===== src/rtl/cdc_arb_pkg.sv =====
// Shared types and helpers for the CDC event arbiter.
package cdc_arb_pkg;

  // Handshake sequencer states.
  typedef enum logic [1:0] {
    IDLE    = 2'd0,
    SETUP   = 2'd1,
    ASSERT  = 2'd2,
    RELEASE = 2'd3
  } arb_state_t;

  // Bits needed to hold values 0..v-1; never less than 1 so a vector is always legal.
  function automatic int clog2(input int v);
    int r;
    r = 1;
    for (int i = 1; i < 31; i++) begin
      if ((1 << i) < v) r = i + 1;
    end
    return r;
  endfunction

endpackage


===== src/rtl/ack_sync.sv =====
// Multi-flop synchronizer for the ack returning from the far clock domain.
module ack_sync #(
  parameter int STAGES = 2
) (
  input  logic clk,
  input  logic rst,
  input  logic ack_in,
  output logic ack_s
);

  logic [STAGES-1:0] chain;

  // Shift the asynchronous ack through the flop chain; the last stage is the only safe tap.
  always_ff @(posedge clk or posedge rst) begin
    if (rst) chain <= '0;
    else     chain <= {chain[STAGES-2:0], ack_in};
  end

  assign ack_s = chain[STAGES-1];

endmodule


===== src/rtl/cdc_event_arbiter.sv =====
// Source-side controller for a single-bit req/ack crossing: latches requester
// events, picks one round-robin and runs one 4-phase handshake per event.
//
// state   | meaning
// IDLE    | no handshake; grant the next pending requester if any
// SETUP   | id_out driven, one cycle of setup before req_out rises
// ASSERT  | req_out high, waiting for synchronized ack high
// RELEASE | req_out low, waiting for synchronized ack low, then done pulse
module cdc_event_arbiter
  import cdc_arb_pkg::*;
#(
  parameter int N_REQ       = 4,
  parameter int ID_W        = clog2(N_REQ),
  parameter int SYNC_STAGES = 2,
  parameter int TIMEOUT     = 1024
) (
  input  logic             clk,
  input  logic             rst,
  input  logic [N_REQ-1:0] ev_in,
  output logic [N_REQ-1:0] ev_pending,
  output logic [N_REQ-1:0] ev_drop,
  output logic [N_REQ-1:0] done,
  output logic             req_out,
  output logic [ID_W-1:0]  id_out,
  input  logic             ack_in,
  output logic             busy,
  output logic             timeout_err
);

  localparam int TMR_W = clog2(TIMEOUT + 1);

  arb_state_t       state;
  logic             ack_s;
  logic [N_REQ-1:0] pending;
  logic [N_REQ-1:0] grant_clr;
  logic [ID_W-1:0]  ptr;
  logic [ID_W-1:0]  grant_id;
  logic             grant_vld;
  logic [TMR_W-1:0] tmr;

  ack_sync #(.STAGES(SYNC_STAGES)) u_ack_sync (
    .clk    (clk),
    .rst    (rst),
    .ack_in (ack_in),
    .ack_s  (ack_s)
  );

  // First set bit of req searching upward from last+1, wrapping; MSB flags a hit.
  function automatic logic [ID_W:0] rr_pick(input logic [N_REQ-1:0] req,
                                            input logic [ID_W-1:0]  last);
    logic [ID_W:0]   res;
    logic [ID_W-1:0] cand;
    res = '0;
    for (int k = N_REQ; k >= 1; k--) begin
      cand = ID_W'((int'(last) + k) % N_REQ);
      if (req[cand]) res = {1'b1, cand};
    end
    return res;
  endfunction

  // Round-robin choice and the pending bit it consumes when IDLE grants.
  always_comb begin
    {grant_vld, grant_id} = rr_pick(pending, ptr);
    grant_clr = '0;
    if (state == IDLE && grant_vld)
      grant_clr = {{(N_REQ-1){1'b0}}, 1'b1} << grant_id;
  end

  // Pending latch: a new event wins over a same-cycle grant clear, so it is never dropped.
  always_ff @(posedge clk or posedge rst) begin
    if (rst) begin
      pending <= '0;
      ev_drop <= '0;
    end else begin
      pending <= ev_in | (pending & ~grant_clr);
      ev_drop <= ev_in & pending & ~grant_clr;
    end
  end

  assign ev_pending = pending;

  // Handshake sequencer; the phase timer is a down-counter whose terminal count flags a timeout.
  always_ff @(posedge clk or posedge rst) begin
    if (rst) begin
      state       <= IDLE;
      ptr         <= ID_W'(N_REQ - 1);
      id_out      <= '0;
      req_out     <= 1'b0;
      busy        <= 1'b0;
      done        <= '0;
      tmr         <= '0;
      timeout_err <= 1'b0;
    end else begin
      done <= '0;
      case (state)
        IDLE: begin
          if (grant_vld) begin
            ptr    <= grant_id;
            id_out <= grant_id;
            busy   <= 1'b1;
            state  <= SETUP;
          end
        end
        SETUP: begin
          req_out <= 1'b1;
          tmr     <= TMR_W'(TIMEOUT);
          state   <= ASSERT;
        end
        ASSERT: begin
          if (ack_s) begin
            req_out <= 1'b0;
            tmr     <= TMR_W'(TIMEOUT);
            state   <= RELEASE;
          end else if (tmr != '0) begin
            tmr <= tmr - 1'b1;
            if (tmr == TMR_W'(1)) timeout_err <= 1'b1;
          end
        end
        RELEASE: begin
          if (!ack_s) begin
            busy  <= 1'b0;
            done  <= {{(N_REQ-1){1'b0}}, 1'b1} << id_out;
            state <= IDLE;
          end else if (tmr != '0) begin
            tmr <= tmr - 1'b1;
            if (tmr == TMR_W'(1)) timeout_err <= 1'b1;
          end
        end
        default: state <= IDLE;
      endcase
    end
  end

endmodule

===== config.mk =====
export PLATFORM = sky130hd
export DESIGN_NAME = cdc_event_arbiter
export DESIGN_NICKNAME = d
export VERILOG_FILES = /design/src/rtl/cdc_arb_pkg.sv /design/src/rtl/ack_sync.sv /design/src/rtl/cdc_event_arbiter.sv
export SDC_FILE = /design/constraint.sdc
export NUM_CORES = 1
export LEC_CHECK = 0
export BUFFER_PORTS_ARGS = -buffer_cell sky130_fd_sc_hd__buf_2
export CAP_MARGIN = 40
export CELL_PAD_IN_SITES_DETAIL_PLACEMENT = 1
export CELL_PAD_IN_SITES_GLOBAL_PLACEMENT = 1
export CORE_MARGIN = 1
export CORE_UTILIZATION = 47
export CTS_BUF_LIST = sky130_fd_sc_hd__clkbuf_16
export DETAILED_ROUTE_END_ITERATION = 12
export GPL_ROUTABILITY_DRIVEN = 0
export PLACE_DENSITY_LB_ADDON = 0.1
export SLEW_MARGIN = 15
export SYNTH_ARGS = -nofsm -noshare
export SYNTH_HDL_FRONTEND = slang
export SYNTH_HIERARCHICAL = 1
export SYNTH_SLANG_ARGS = --single-unit

===== constraint.sdc =====
create_clock -name clk -period 4 [get_ports clk]
set_input_delay 0 -clock clk [delete_from_list [all_inputs] [get_ports clk]]
set_output_delay 0 -clock clk [all_outputs]
set_load 0.02 [all_outputs]

# After elaboration in Yosys (flattened, before gate mapping)

Index checks and enable logic that the tools add are counted.

Register bits: 34
Bits in latches: 0
RAM bits: 0
Memory bits (read-only): 0
Bits of input ports: 7
Output and inout bits: 17
Memories: 0

$add $sub $neg: 5
$mul: 0
Divide/modulo/power cells: 0
Magnitude comparators: 4
Eq/ne operators: 9
Shift operators: 2
Muxes and demuxes: 33
Bitwise logic cells: 5
Reduce and logical (&&, ||, !) cells: 13

Operators by type and width:

| kind                    | number |
|---|---|
| $mux W11                | 3 |
| $pmux W11 S3            | 1 |
| $and A4 B4 Y4           | 3 |
| $lt A2 B3 Y1 const B    | 4 |
| $mux W3                 | 4 |
| $mux W4                 | 3 |
| $eq A11 B1 Y1 const B   | 1 |
| $mux W1                 | 11 |
| $reduce_bool A11 Y1     | 1 |
| $sub A11 B1 Y11 const B | 1 |
| $reduce_and A3 Y1       | 3 |
| $bmux W1 S2             | 4 |
| $pmux W2 S4             | 1 |
| $shl A1 B2 Y4 const A   | 2 |
| $mux W2                 | 3 |
| $ne A2 B2 Y1 const B    | 3 |
| $pmux W1 S2             | 3 |
| $reduce_and A2 Y1       | 3 |
| $reduce_bool A2 Y1      | 3 |
| $add A2 B1 Y2 const B   | 2 |
| $add A2 B2 Y2 const B   | 2 |
| $eq A2 B2 Y1 const B    | 2 |
| $ne A2 B1 Y1 const B    | 2 |
| $not A4 Y4              | 1 |
| 5 further kinds         | 5 |

# Depth between registers and ports, before layout

Word-level depth: 12
Mapped depth: 7
Depth with buffers taken out: 6

# Hierarchy

Netlist, hierarchy kept.

By module, submodules not included:

| module            | times used | cells each | area an instance (um^2) |
|---|---|---|---|
| cdc_event_arbiter | 1          | 180        | 1707.9 |
| ack_sync          | 1          | 3          | 53.8 |

# Worst setup path before layout

Ideal clock, no wire load.

Path type: reg2reg
From: register tmr[0]
To: register tmr[3]
Setup time: 78 ps
Data arrival time: 1894 ps
Required time: 3922 ps
Setup slack: 2029 ps
Stages on the path, launching flop included: 8
Buffers on the path: 1
Clock period less this slack: 1971 ps
Cell sequence: dfrtp_1 > inv_1 > ha_1 > nor4b_1 > a311o_1 > buf_6 > or4_1 > a21oi_1

Word-level cells in the longest chain between the ends: 4

RTL lines:

| item                                                          | line                                               | text |
|---|---|---|
| start, declared                                               | cdc_event_arbiter.sv:39                            | `logic [TMR_W-1:0] tmr;` |
| start signal, assigned                                        | cdc_event_arbiter.sv:106                           | `tmr <= TMR_W'(TIMEOUT);` |
| start signal, assigned                                        | cdc_event_arbiter.sv:112                           | `tmr <= TMR_W'(TIMEOUT);` |
| start signal, assigned                                        | cdc_event_arbiter.sv:115                           | `tmr <= tmr - 1'b1;` |
| $sub A11 B1 Y11 / $reduce_bool A11 Y1 (equally long branches) | -                                                  |  |
| $mux W11 (*)                                                  | cdc_event_arbiter.sv:114, cdc_event_arbiter.sv:124 |  |
| $mux W11, on equally long branches                            | cdc_event_arbiter.sv:120, cdc_event_arbiter.sv:110 |  |
| $pmux W11 S3 (*)                                              | cdc_event_arbiter.sv:95                            | `case (state)` |

Mark *: on every way between the ends. The rest lies on a longest branch, timed or not. The select of a mux whose other input is x is not followed.
A chain may end at the register's enable or synchronous reset.

# Worst setup path in the final report

From: register tmr[0]
To: register tmr[7]

The elaborated chain is that of the path after synthesis.

==> results by group <==
Routing
  – Vias: ~1,500
  – # DRC: 0
  – Post-Route WL: roughly 4600 microns
  – WL/cell: roughly 18 microns
  – Iteration-0 DRC Markers: 74
  – DR pass1 iterations: 4
  – ANT nets after route: 0
  – Vias/cell: between 5 and 6

Place
  – Dpl hpwl: 3230 microns
  – Port Buffers: 23
  – Area after DPL: around 1900 sq um

STA
  – # setup viols final: 0
  – RSZ-0062 raised after global routing: false
  – Tmin final: 2210 ps
  – Max_slew headroom: 0.491
  – Tcrit/Tclk final: 0.552
  – Layout Skew: roughly 4.4 ps
  – Post-route setup TNS: 0 ps
  – Worst-margin pin slew: ~760 ps
  – Slew Limit Fails: 0
  – Fmax achieved: 0.453 GHz
  – Final hold viol count: 0

Outcome
  – Status: completed

Hold path
  – Depth of the worst hold-timing path: 3
  – Hold Crit Class: primary input to flip-flop

Floorplan
  – Starting Density: 0.508
  – Number of cell rows: 21
  – Die X: 63.2 microns
  – I/O pins: 24
  – Die Span Y: 63.2 microns
  – Core area: 3470 sq um
  – DIE AREA: roughly 4000 sq um

Yosys
  – Register bit total from synthesis: 34
  – Post-synthesis cell area: 1760 sq um
  – Mux cell area share after synthesis: 0.0178
  – Post-synthesis adder-cell area fraction: 0.0568
  – Post-synthesis sequential area ratio: 0.484
  – Largest family of logic cells by synthesized area: simple AND/OR/NAND/NOR gates
  – Syn nets: between 150 and 200
  – Synth Instances: 183
  – Yosys warns: 6
  – Post-synthesis compound-gate area fraction: 0.188
  – Simple-gate area share of the yosys netlist: 0.214
  – XOR/XNOR share of the synthesized area: 0
  – Synth cell types: 45
  – Synthesized area per cell: ~9.6 sq um

Worst setup path
  – Crit path arrival time: between 2000 and 2500 ps
  – CP max FO: 11
  – Worst EP required: about 4200 ps
  – CP Launch Type: flip-flop
  – Worst setup path class: flip-flop to flip-flop
  – Reg2reg path depth: 6
  – Critical Path End Type: flip-flop

GRT
  – Overflow after GRT: 0
  – Global-route wire length before repair: between 7000 and 8000 microns
  – Largest net degree at the start of global routing: 33
  – Vias in the first global route: about 1,600
  – Initial antenna violation count: 0
  – Total GRT Usage: 0.261

Final layout
  – Fill cells: between 400 and 500
  – Post-layout util: 0.599
  – Sequential Area: between 800 and 900 sq um
  – Final instance area: around 2100 sq um
  – Synth-to-layout area growth: 17.9%
  – Number of diodes: 0
  – Footprint of the multi-input gates: around 840 sq um
  – Share of layout cells above drive strength 1: 0.170
  – Nets: approximately 230

Power
  – Cell-internal power: around 0.0010 W
  – Seq pwr share: 0.328
  – VDD IR max: around 0.39 mV
  – Switching portion of total power: 0.449
  – Leakage power: roughly 0.96 nW
  – Clk pwr share: 0.190
  – Comb pwr share: 0.482
  – Pwr/cell area: slightly below 900 nW/um^2
  – P_sw: 0.000820 W

CTS
  – Clock root buffer: clkbuf_16
  – Buffers from clock root to sink, at most: 2
  – Worst-skew pair later-pin latency: 270 ps
  – CTS buffer count: 5
  – Setup Buffers After CTS: 0
  – Clock transition at path regs: 50 ps
  – CTS tree: built
  – CTS H-tree depth: 2
  – Post_cts resized: 0
  – Sink Count: 34

Job
  – # Max-Cap Violations: 0
-- cell usage after synthesis, drive strengths merged --
library cell / number / area (sq um)
dfrtp: 32 / 801
nor2: 18 / 67.6
nand2: 17 / 63.8
a21oi: 16 / 80.1
inv: 11 / 41.3
o21ai: 9 / 45.0
ha: 8 / 100
nand2b: 7 / 46.3
nand3: 5 / 25.0
o31ai: 5 / 37.5
a31oi: 4 / 25.0
clkbuf: 4 / 16.3
nor3: 4 / 20.0
or3: 4 / 25.0
a311o: 3 / 30.0
nor4: 3 / 33.8
or4: 3 / 22.5
a21o: 2 / 15.0
a32oi: 2 / 17.5
and3: 2 / 15.0
dfstp: 2 / 52.6
mux2i: 2 / 20.0
nor2b: 2 / 15.0
o21a: 2 / 15.0
a211o: 1 / 8.76
a211oi: 1 / 7.51
a21boi: 1 / 7.51
a311oi: 1 / 8.76
a31o: 1 / 8.76
and2: 1 / 6.26
buf: 1 / 11.3
mux2: 1 / 11.3
nand3b: 1 / 7.51
nand4: 1 / 6.26
nor3b: 1 / 7.51
nor4b: 1 / 8.76
o211ai: 1 / 7.51
o22a: 1 / 8.76
o32ai: 1 / 8.76
or2: 1 / 6.26
-- stage by stage --
stage	setup slack (ps)	instances	power (W)	hold slack, ps
global placement	1950	248	0.00138	-143
floorplan	2030	183	0.00122	-259
finish	1790	258	0.00183	3.99
detailed placement	1820	248	0.00146	-133
CTS	1790	258	0.00183	5.68
global route	1600	258	0.00197	13.9
-- path summary, 6_finish.rpt --
check,startpoint,end,slack (ps)
hold reg to reg,u_ack_sync/chain[0],u_ack_sync/chain[1],360
setup reg to reg,tmr[0],tmr[7],1790
min in group asynchronous,rst,u_ack_sync/chain[1],140
max in group asynchronous,rst,ptr[1],3280
setup / recovery,tmr[0],tmr[7],1790
hold / removal,ev_in[0],ev_drop[0],4
-- cell type report --
type                            instances  share of cell area
Sequential cell                        34               0.411
Multi-Input combinational cell        133               0.404
Timing Repair Buffer                   27              0.0735
Clock buffer                            5              0.0602
Tap cell                               46              0.0277
Inverter                               11              0.0199
Clock inverter                          2             0.00361
-- critical path, stage by stage (launching register included) --
cell and delay [ps]:
dfrtp_1 410, inv_1 110, ha_1 240, nor4b_1 190, a311o_1 490, or4_1 540
a21oi_1 150
-- kinds of logic (layout without fill, tap and decap cells) --
kind of cell               count (synthesis)  count (layout)
and+or+nand+nor                           71              71
AOI/OAI and AO/OA                         51              51
DFF                                       34              34
buffers and inverters                     16              45
adders and majority gates                  8               8
muxes                                      3               3
-- metal layers --
layer	wire, microns	vias up	global-route usage
met5	0	-	0
met2	2310	34	0.457
met3	145	9	0.0580
met4	91	0	0.0909
met1	2010	756	0.314
li1	-	712	-
-- state kept, by name (all words and copies together) (netlist names) --
name              flops
ev_pending            4
done                  4
req_out               1
ptr                   2
state                 2
ev_drop               4
tmr                  11
timeout_err           1
u_ack_sync/chain      2
busy                  1
id_out                2
-- power groups by stage --
| stage | logic, W | clock network [W] | registers, W |
|---|---|---|---|
| 5_1_grt | 0.000981 | 0.000370 | 0.000618 |
| 6_report | 0.000880 | 0.000347 | 0.000598 |
| 4_1_cts | 0.000882 | 0.000352 | 0.000597 |
| 3_3_place_gp | 0.000801 | 0 | 0.000582 |
| 2_1_floorplan | 0.000594 | 0 | 0.000625 |
| 3_5_place_dp | 0.000858 | 0 | 0.000599 |
-- cells in the final DEF, fill, tap and decap left out, types with 4 or more instances in the layout --
master,count
nand2b_1,6
buf_2,23
ha_1,8
nor2_1,18
nand3_1,5
a21oi_1,16
clkbuf_16,5
inv_1,12
dfrtp_1,32
o31ai_1,5
o21ai_1,4
a31oi_1,4
nand2_1,17
o21ai_0,5
nor3_1,4
or3_1,4
-- repair_timing --
item	CTS	global route
hold buffers	3	0
endpoints found under the setup margin	0	0
hold endpoints to repair	34	0
(Power assumes the default switching activity.)
